## config.mk

```make
export PLATFORM = sky130hd
export DESIGN_NAME = wdt_watchdog_timer
export DESIGN_NICKNAME = d
export VERILOG_FILES = /design/src/rtl/wdt_pkg.sv /design/src/rtl/wdt_prescaler.sv /design/src/rtl/wdt_watchdog_timer.sv
export SDC_FILE = /design/constraint.sdc
export NUM_CORES = 1
export LEC_CHECK = 0
export BUFFER_PORTS_ARGS = -buffer_cell sky130_fd_sc_hd__buf_2
export CAP_MARGIN = 20
export CORE_UTILIZATION = 40
export CTS_BUF_LIST = sky130_fd_sc_hd__clkbuf_8
export DETAILED_ROUTE_END_ITERATION = 8
export PLACE_DENSITY = 0.66
export SLEW_MARGIN = 20
export SYNTH_ARGS = -nofsm -noshare
export SYNTH_HDL_FRONTEND = slang
export SYNTH_SLANG_ARGS = --single-unit
```

## constraint.sdc

```tcl
create_clock -name clk -period 3.3 [get_ports clk]
set_input_delay 0 -clock clk [delete_from_list [all_inputs] [get_ports clk]]
set_output_delay 0 -clock clk [all_outputs]
set_load 0.01 [all_outputs]
```

## src/rtl/wdt_pkg.sv

```systemverilog
// Shared types and helpers for the two-stage watchdog timer.
package wdt_pkg;

  typedef enum logic [1:0] {
    ST_IDLE    = 2'd0,
    ST_RUN     = 2'd1,
    ST_WARN    = 2'd2,
    ST_EXPIRED = 2'd3
  } wdt_state_e;

  localparam logic [7:0] WARN_CNT_MAX = 8'hFF;

  // Saturating increment for the WARN-entry counter.
  function automatic logic [7:0] sat_inc8(input logic [7:0] v);
    return (v == WARN_CNT_MAX) ? v : v + 8'd1;
  endfunction

endpackage

```

## src/rtl/wdt_prescaler.sv

```systemverilog
// Divides clk down to watchdog ticks; only counts while the watchdog is armed.
module wdt_prescaler #(
  parameter int PRESCALE = 1
) (
  input  logic clk,
  input  logic rst,
  input  logic run,
  input  logic clr,
  output logic tick
);

  localparam int PW = (PRESCALE > 1) ? $clog2(PRESCALE) : 1;
  localparam logic [PW-1:0] LAST = PW'(PRESCALE - 1);

  logic [PW-1:0] pcnt;

  // Free-running divider, restarted on kick or whenever the watchdog is not armed.
  always_ff @(posedge clk or posedge rst) begin
    if (rst) begin
      pcnt <= '0;
    end else if (clr || !run || (pcnt == LAST)) begin
      pcnt <= '0;
    end else begin
      pcnt <= pcnt + PW'(1);
    end
  end

  assign tick = run && (pcnt == LAST);

endmodule

```

## src/rtl/wdt_watchdog_timer.sv

```systemverilog
// Two-stage watchdog: timeout raises warn_irq, an unserviced grace window raises a sticky wdt_rst_req.
module wdt_watchdog_timer
  import wdt_pkg::*;
#(
  parameter int CNT_W       = 32,
  parameter int PRESCALE    = 1,
  parameter int DEF_TIMEOUT = 1000,
  parameter int GRACE       = 16
) (
  input  logic             clk,
  input  logic             rst,
  input  logic             en,
  input  logic             cfg_we,
  input  logic [CNT_W-1:0] cfg_timeout,
  input  logic             kick,
  input  logic             irq_clr,
  output logic [CNT_W-1:0] count_o,
  output logic [1:0]       state_o,
  output logic             warn_irq,
  output logic             wdt_rst_req,
  output logic [7:0]       warn_cnt
);

  localparam logic [CNT_W-1:0] DEF_T   = CNT_W'(DEF_TIMEOUT);
  localparam logic [CNT_W-1:0] GRACE_V = CNT_W'(GRACE);
  localparam logic [CNT_W-1:0] ONE     = CNT_W'(1);

  wdt_state_e       state;
  logic [CNT_W-1:0] timeout_reg;
  logic             run;
  logic             kick_ok;
  logic             tick;

  assign run     = (state == ST_RUN) || (state == ST_WARN);
  assign kick_ok = en && kick && run;
  assign state_o = state;

  wdt_prescaler #(.PRESCALE(PRESCALE)) u_prescaler (
    .clk  (clk),
    .rst  (rst),
    .run  (run),
    .clr  (kick_ok),
    .tick (tick)
  );

  // Watchdog FSM, down-counter, timeout register and sticky status flags.
  always_ff @(posedge clk or posedge rst) begin
    if (rst) begin
      state       <= ST_IDLE;
      count_o     <= '0;
      timeout_reg <= DEF_T;
      warn_irq    <= 1'b0;
      wdt_rst_req <= 1'b0;
      warn_cnt    <= 8'd0;
    end else begin
      if (cfg_we) begin
        timeout_reg <= (cfg_timeout == '0) ? ONE : cfg_timeout;
      end
      // Clear first so a same-cycle WARN entry below wins.
      if (irq_clr) begin
        warn_irq <= 1'b0;
      end
      if (!en) begin
        state   <= ST_IDLE;
        count_o <= '0;
      end else begin
        case (state)
          ST_IDLE: begin
            state   <= ST_RUN;
            count_o <= timeout_reg;
          end
          ST_RUN: begin
            if (kick) begin
              count_o <= timeout_reg;
            end else if (tick) begin
              if (count_o > ONE) begin
                count_o <= count_o - ONE;
              end else begin
                state    <= ST_WARN;
                count_o  <= GRACE_V;
                warn_irq <= 1'b1;
                warn_cnt <= sat_inc8(warn_cnt);
              end
            end
          end
          ST_WARN: begin
            if (kick) begin
              state   <= ST_RUN;
              count_o <= timeout_reg;
            end else if (tick) begin
              if (count_o > ONE) begin
                count_o <= count_o - ONE;
              end else begin
                state       <= ST_EXPIRED;
                count_o     <= '0;
                wdt_rst_req <= 1'b1;
              end
            end
          end
          ST_EXPIRED: begin
            state <= ST_EXPIRED;
          end
          default: begin
            state   <= ST_IDLE;
            count_o <= '0;
          end
        endcase
      end
    end
  end

endmodule

```

==> results.cfg <==
[outcome]
outcome = completed

[clocking]
numCtsBuffers = 9
cts_tree = built
clock-root-buffer = clkbuf_8
cts_max_path_buffers = 2
clkLatencyLatePin_ps = 360
cts_setup_buffers = 0
htreeDepth = 3
clk_pin_slew_ps = 80
clock_sinks = 77

[hold_path]
whs_path_depth = 3
min_path_type = in -> reg

[final_layout]
antenna_cells = 0
stdcell_count = 648
nets = 555
drive_above_1_share = 0.301
fillers = 910
fin_util = 0.534
area_delta_synth_final_pct = 29.7

[synthesis]
synth_xor_area_frac = 0.0479
synth.area.mux_share = 0.0945
synth_compound_area_frac = 0.143
synth-seq-cells = 77
avgSynthCellArea_sq_um = 10.3
synthArstFlopShare = 1.00
synth_area_leader_cell = dfrtp_1
synthTopCellsByCount = 71 x dfrtp_1, 32 x mux2_2, 29 x o21ai_0, 26 x nand2_1, 22 x a22oi_1
synth-adder-area-share = 0.0218
syn-num-nets = 436
synth_top_family_by_area = simple AND/OR/NAND/NOR gates
ys.flop_type = dfrtp_1
synth_warnings = 0
synth.area.top_cells = dfrtp_1 44%, mux2_2 9.0%, a22oi_1 4.1%, dfstp_2 3.9%, o21ai_0 3.6%
syn_inst = 391
synth_edf_count = 0
yosysMostFrequentCell = dfrtp_1
synth_top_area_share = 0.442
synth_cell_types = 47
synthSimpleGateAreaFrac = 0.182
syn_area_sq_um = 4020
yosysSeqAreaShare = 0.481

[worst_setup_path]
cp-start-kind = register
critPathMaxFanout = 17
worst_ep_required_time_ps = 3600
critPathKind = reg -> reg
arrival_ps = 3370
rrSetupSlack_ps = 230
cp-end-kind = register
reg2reg_depth = 9

[floorplanning]
row_count = 36
num_io_pins = 82
initial_core_util = 0.412
dieArea_sq_um = 10500
fp.coreArea_sq_um = 9770
die_w_um = 102
die-height_um = 102

[global_route]
grt_max_degree = 34
antenna_found_initial = 0
grtUsageTotal = 0.220
grt_pass1_wl_um = 17300
grt_pass1_vias = 3431
grt_overflow = 0

[detailed_routing]
num_vias = 3629
wire_per_inst_um = 17.0
ant_nets = 0
viasPerCell = 5.60
drtIter0Drc = 267
first_pass_iters = 5
wirelength_um = 11000
drc = 0

[timing]
setup_viol = 0
tightest_slew_ps = 754
rsz0062_at_grt = no
hold_viol = 0
final_max_slew_viol_count = 0
layout_setup_ws_ps = 227
hold_slack_ps = 57.5
finalSetupTns_ps = 0
finalClockSkew_ps = 8.69
relSlewSlack = 0.498
period_share = 0.931
fmax_mhz = 325
min_period_ps = 3070

[placed_design]
dp_cells = 597
hpwl_um = 7730
pre_cts_slack_ps = 289
gp_congestion = 0.849
numPortBuffers = 81

[power]
powerDensity_nw_per_um2 = 593
p_leak_nw = 2.35
ir_drop_v = 0.000252

[flow_run]
drv_cap = 0
[per-stage QoR]
step / total power [mW] / instance area (sq um)
after CTS: 3.10 / 5220
after global placement: 2.16 / 4620
final: 3.10 / 5220
after global routing: 3.27 / 5220
after detailed placement: 2.18 / 4620
after floorplan: 1.83 / 4020
[what timing repair did]
action,in CTS,in global routing
setup endpoints to repair,0,0
gates resized for setup,0,0
hold endpoints to repair,54,0
hold buffers,35,0
[layout make-up]
class | count | area (sq um) | share of cell area
Inverter | 9 | 33.8 | 0.00647
Clock inverter | 6 | 110 | 0.0211
Timing Repair Buffer | 127 | 851 | 0.163
Multi-Input combinational cell | 286 | 1980 | 0.380
Tap cell | 133 | 166 | 0.0319
Clock buffer | 10 | 138 | 0.0264
Sequential cell | 77 | 1930 | 0.371
[routing by layer]
| metal | up-vias | wire [um] | track usage |
|---|---|---|---|
| li1 | 1691 | - | - |
| met1 | 1788 | 4920 | 0.298 |
| met2 | 136 | 5240 | 0.344 |
| met3 | 14 | 617 | 0.0390 |
| met4 | 0 | 221 | 0.0989 |
| met5 | - | 0 | 0 |
[power breakdown]
part / leakage [nW] / switching, mW / internal, mW / total, mW
Sequential: 0.973 / 0.158 / 1.07 / 1.22
Clock: 0.119 / 0.362 / 0.521 / 0.884
Combinational: 1.25 / 0.558 / 0.430 / 0.988
Total: 2.35 / 1.08 / 2.02 / 3.10
[cells by family after synthesis]
group / after synthesis
AOI/OAI and AO/OA: 86
xor gates and xnor gates: 22
adders and majority gates: 7
buffers and inverters: 28
DFF: 77
muxes: 34
other: 1
and+or+nand+nor: 136
[path summary, 6_finish.rpt]
check,start,end
setup / recovery,state_o[0],count_o[11]
min in group asynchronous,rst,timeout_reg[0]
setup reg to reg,state_o[0],count_o[11]
hold / removal,kick,count_o[1]
max in group asynchronous,rst,timeout_reg[5]
hold reg to reg,wdt_rst_req,wdt_rst_req
[critical path, cell delays in order (launching register included)]
cell and delay [ps]:
dfrtp_1 430, inv_1 100, ha_1 450, nand2b_1 90
a221o_1 390, or2_2 380, or2_1 380, buf_12 220
or4_1 470, nand3_1 100
[placed cells by master, fill, tap and decap left out, types with 15 or more instances in the layout]
cell type,instances
buf_2,81
dfrtp_1,71
dlygate4sd3_1,35
mux2_2,32
o21ai_0,29
nand2_1,26
a22oi_1,22
nor3_1,20
nor2_1,19
nor4_1,16
xnor2_1,15
Note: power is estimated with default switching activity, not from simulation.
